[src/rtl/uart_rx_8n1.sv]
// UART receiver for 8N1 frames.
// The rx pin is synchronised, then a start edge arms a timer. The start bit
// is re-checked at half a bit, and every later bit is sampled one full bit
// period after the previous sample. A good frame gives a one-cycle valid
// strobe. A low stop bit gives a one-cycle frame_err strobe, and the receiver
// then waits for the line to go high again.
module uart_rx_8n1 #(
  parameter int FREQ = 12000000,
  parameter int BAUD = 9600
) (
  input  logic       clk,
  input  logic       nrst,
  input  logic       rx,
  output logic [7:0] data,
  output logic       valid,
  output logic       frame_err,
  output logic       busy
);

  localparam int LIM  = FREQ / BAUD;
  localparam int HALF = LIM / 2;

  localparam logic [10:0] LIM_END  = 11'(LIM - 1);
  localparam logic [10:0] HALF_END = 11'(HALF - 1);

  typedef enum logic [2:0] {
    IDLE,
    START,
    DATA,
    STOP,
    BREAK
  } state_t;

  state_t      state, state_n;
  logic        rx_m, rx_s;
  logic [10:0] cnt, cnt_n;
  logic [2:0]  idx, idx_n;
  logic [7:0]  shift, shift_n;
  logic [7:0]  data_n;
  logic        valid_n, err_n;

  // Two-flop synchroniser; reset to the idle (high) line level so a reset
  // never looks like a start edge.
  always_ff @(posedge clk) begin
    if (!nrst) begin
      rx_m <= 1'b1;
      rx_s <= 1'b1;
    end else begin
      rx_m <= rx;
      rx_s <= rx_m;
    end
  end

  // State register.
  always_ff @(posedge clk) begin
    if (!nrst) state <= IDLE;
    else       state <= state_n;
  end

  // Next-state logic: decides when to sample and what each sample does.
  always_comb begin
    state_n = state;
    cnt_n   = cnt + 11'd1;
    idx_n   = idx;
    shift_n = shift;
    data_n  = data;
    valid_n = 1'b0;
    err_n   = 1'b0;
    case (state)
      IDLE: begin
        cnt_n = 11'd0;
        if (!rx_s) state_n = START;
      end
      START: begin
        if (cnt == HALF_END) begin
          cnt_n   = 11'd0;
          idx_n   = 3'd0;
          state_n = rx_s ? IDLE : DATA;
        end
      end
      DATA: begin
        if (cnt == LIM_END) begin
          cnt_n   = 11'd0;
          shift_n = {rx_s, shift[7:1]};
          idx_n   = idx + 3'd1;
          if (idx == 3'd7) state_n = STOP;
        end
      end
      STOP: begin
        if (cnt == LIM_END) begin
          cnt_n = 11'd0;
          if (rx_s) begin
            data_n  = shift;
            valid_n = 1'b1;
            state_n = IDLE;
          end else begin
            err_n   = 1'b1;
            state_n = BREAK;
          end
        end
      end
      BREAK: begin
        cnt_n = 11'd0;
        if (rx_s) state_n = IDLE;
      end
      default: begin
        cnt_n   = 11'd0;
        state_n = IDLE;
      end
    endcase
  end

  // Datapath and strobe registers, updated from the next-state decisions.
  always_ff @(posedge clk) begin
    if (!nrst) begin
      cnt       <= 11'd0;
      idx       <= 3'd0;
      shift     <= 8'h00;
      data      <= 8'h00;
      valid     <= 1'b0;
      frame_err <= 1'b0;
    end else begin
      cnt       <= cnt_n;
      idx       <= idx_n;
      shift     <= shift_n;
      data      <= data_n;
      valid     <= valid_n;
      frame_err <= err_n;
    end
  end

  assign busy = (state != IDLE);

endmodule
[config.mk]
export PLATFORM = sky130hd
export DESIGN_NAME = uart_rx_8n1
export DESIGN_NICKNAME = d
export VERILOG_FILES = /design/src/rtl/uart_rx_8n1.sv
export SDC_FILE = /design/constraint.sdc
export NUM_CORES = 1
export LEC_CHECK = 0
export CORE_UTILIZATION = 40
export DETAILED_ROUTE_END_ITERATION = 8
export GPL_ROUTABILITY_DRIVEN = 0
export GPL_TIMING_DRIVEN = 0
export MAX_ROUTING_LAYER = met4
export PLACE_DENSITY = 0.56
export SYNTH_ARGS = -nofsm -noshare
export SYNTH_HDL_FRONTEND = slang
export SYNTH_SLANG_ARGS = --single-unit
[constraint.sdc]
create_clock -name clk -period 3.5 [get_ports clk]
set_clock_uncertainty 0.2 [all_clocks]
set_input_delay 0.35 -clock clk [delete_from_list [all_inputs] [get_ports clk]]
set_output_delay 0.35 -clock clk [all_outputs]
set_load 0.005 [all_outputs]
==> flow_summary.toml <==
[run_status]
status = "finished, final reports clean"

[grt]
globalRouteTotalUtil = 0.1586
grt_start_max_net_pins = 13
first_pass_grt_wire_length_mm = 5.037
via_count_of_the_first_global_routing_pass = 1097
grt_antenna_before_repair = 0
globalRouteOverflowTotal = 0

[final_layout]
area_growth_pct = 16.77
fin_area_um2 = 1926
nFillCells = 351
layout_common_cells = "sky130_fd_sc_hd__dfxtp_1 (37), sky130_fd_sc_hd__nor2_1 (20), sky130_fd_sc_hd__mux2i_1 (18)"
final_common_cell = "sky130_fd_sc_hd__dfxtp_1"
design.final.nets = 193
layout.cells.non_filler = 234
num_antenna_cells = 0
layout-drive-gt1-share = 0.09140

[placement]
post_dp_cell_area_um2 = 1829
placement.io_buffers = 12
place_hpwl_mm = 1.989
place.detailed.instances = 226

[sta]
hold_viol = 0
worstMarginPinSlew_ns = 0.5434
rsz0062_at_grt = "no"
final_setup_fails = 0
achievable-frequency_mhz = 451.4
post-route-period-util = 0.6329
report.final.slew_viol_count = 0
fin_setup_tns_ns = 0
slew_headroom = 0.6367
period_minus_ws_final_ns = 2.215

[logic_synthesis]
syn_inst = 166
synth_seq_area_share = 0.4492
synth.avg_cell_area_um2 = 9.934
ffs_w_async_s_r_synth = 0
synth_top_area_share = 0.4492
synth_cell_types = 36
synth_area_um2 = 1649
synth_warnings = 0
yosys.area.top_type = "sky130_fd_sc_hd__dfxtp_1"
synth.area.top_cells = "sky130_fd_sc_hd__dfxtp_1 (45%), sky130_fd_sc_hd__mux2i_1 (11%), sky130_fd_sc_hd__nor2b_1 (6.1%)"
synth.net_count = 174
ys_ff_latch = 37
postSynth.topFlopCell = "sky130_fd_sc_hd__dfxtp_1"
synth-edff-count = 0

[routing]
firstDrtPassIters = 4
via_to_cell_ratio = 4.829
detail_route.drc_violations = 0
via_total_after_detailed_routing = 1130
initialDrtViolationCount = 66
drtAntennaViolNets = 0
drt_wl_total_mm = 2.796
route.detailed.wl_per_inst_um = 11.95

[clocking]
postCtsHoldBufs = 0
root_buffer = "sky130_fd_sc_hd__clkbuf_8"
tritoncts_buffers = 5
maximum_count_of_clock_buffers_along_a_single_path = 2
cts_repair_resize_count = 0
tritoncts_clock_tree = "built"
h_tree_levels = 2
post-cts-setup-buffers = 0
cts.reportedPaths.clkPinSlew_ns = 0.07
numClockSinks = 37
clkLatencyLatePin_ns = 0.29

[pwr]
total_power_uw = 760.6
power.static_leakage_nw = 0.6905
netSwitchingFraction = 0.2171
intPower_uw = 595.5
p_comb_frac = 0.035
p_seq_frac = 0.557
p_switching_uw = 165.1
power.ir.vdd_worst_mv = 0.2879
clock_power_share = 0.408
powerDensity_nw_per_um2 = 395.0

[worst_hold_path]
worstHoldPathType = "in -> reg"

[floorplan]
die_w_um = 66.21
num_rows = 22
die_height_um = 66.21
initial_core_util = 0.4341
dieArea_um2 = 4384
io_pins = 14
floorplan.core_area_um2 = 3799

[flow_run]
drv_cap = 0

[setup_path]
worst-endpoint-arrival_ns = 2.18
worst_setup_path_end_kind = "register"
required_time_reported_for_the_critical_path_endpoint_ns = 3.46
crit_type = "reg -> reg"
crit_path_start_kind = "register"
worstPathMaxFanout = 10
-- area by class of cell --
type / count / area, µm² / share of cell area
Clock buffer: 6 / 82.58 / 0.04288
Multi-Input combinational cell: 116 / 850.8 / 0.4418
Timing Repair Buffer: 12 / 120.1 / 0.06238
Clock inverter: 2 / 13.76 / 0.007147
Tap cell: 48 / 60.06 / 0.03119
Sequential cell: 37 / 740.7 / 0.3847
Inverter: 6 / 22.52 / 0.01170
Buffer: 7 / 35.03 / 0.01819
-- cell usage after synthesis (2+ instances only) --
cell and instances:
sky130_fd_sc_hd__clkbuf_1 5, sky130_fd_sc_hd__dfxtp_1 37, sky130_fd_sc_hd__a21boi_1 2, sky130_fd_sc_hd__mux2i_1 18
sky130_fd_sc_hd__xor2_1 6, sky130_fd_sc_hd__nand2_1 10, sky130_fd_sc_hd__nand2b_1 3, sky130_fd_sc_hd__inv_1 5
sky130_fd_sc_hd__a21boi_0 2, sky130_fd_sc_hd__xnor2_1 4, sky130_fd_sc_hd__nand3_1 6, sky130_fd_sc_hd__ha_1 5
sky130_fd_sc_hd__and3_1 3, sky130_fd_sc_hd__nor2b_1 16, sky130_fd_sc_hd__nor2_1 20, sky130_fd_sc_hd__o2111ai_1 3
sky130_fd_sc_hd__or4_1 2
-- final timing paths --
check                            start      to  slack [ns]  cells after the start
worst max register to register  cnt[0]  cnt[7]        1.28                      7
worst min-delay path              nrst    rx_m        0.21                      2
worst max-delay path            cnt[0]  cnt[7]        1.28                      7
worst min register to register    rx_m    rx_s        0.21                      1
-- routing by layer --
layer	part of all wire	vias to the layer above	wire length, µm	global-route usage
met4	0.020	0	56	0.07181
met1	0.51	509	1412	0.1943
met5	0	-	0	-
met2	0.44	17	1241	0.2398
met3	0.030	8	85	0.04655
li1	-	596	-	-
-- cell families after synthesis --
| logic type | share of synthesized area |
|---|---|
| adders and majority gates | 0.03794 |
| muxes | 0.1093 |
| and+or+nand+nor | 0.2641 |
| DFF | 0.4492 |
| xor gates and xnor gates | 0.05311 |
| AOI/OAI and AO/OA | 0.05159 |
| buffers and inverters | 0.03490 |
-- state kept, by name, indices dropped and copies added, names as in the netlist --
signal     flops
valid          1
shift          8
cnt           11
rx_s           1
idx            3
frame_err      1
state          3
rx_m           1
data           8
-- power by group through the flow --
stage	combinational, mW	clock (mW)	sequential [mW]
floorplan	0.0198	0	0.433
global placement	0.0265	0	0.433
detailed placement	0.0268	0	0.433
CTS	0.0268	0.323	0.423
global route	0.0295	0.341	0.423
finish	0.0268	0.310	0.423
-- per-stage QoR --
stage	setup WS [ns]	hold slack [ns]	util
after floorplan	1.519	0.1863	-
after global placement	1.290	0.1915	0.4816
after detailed placement	1.265	0.2063	0.4816
after CTS	1.249	0.2003	0.5069
after global routing	1.033	0.2384	0.5069
final	1.285	0.2116	0.5069
-- critical path: stages, from the launching register on --
cell and delay (ns):
sky130_fd_sc_hd__dfxtp_1 0.41, sky130_fd_sc_hd__ha_1 0.18, sky130_fd_sc_hd__nand4bb_1 0.20, sky130_fd_sc_hd__nor4_4 0.26, sky130_fd_sc_hd__o22ai_1 0.20, sky130_fd_sc_hd__o2111ai_1 0.13
sky130_fd_sc_hd__clkbuf_1 0.39, sky130_fd_sc_hd__nor2_1 0.10
(Power assumes the default switching activity.)
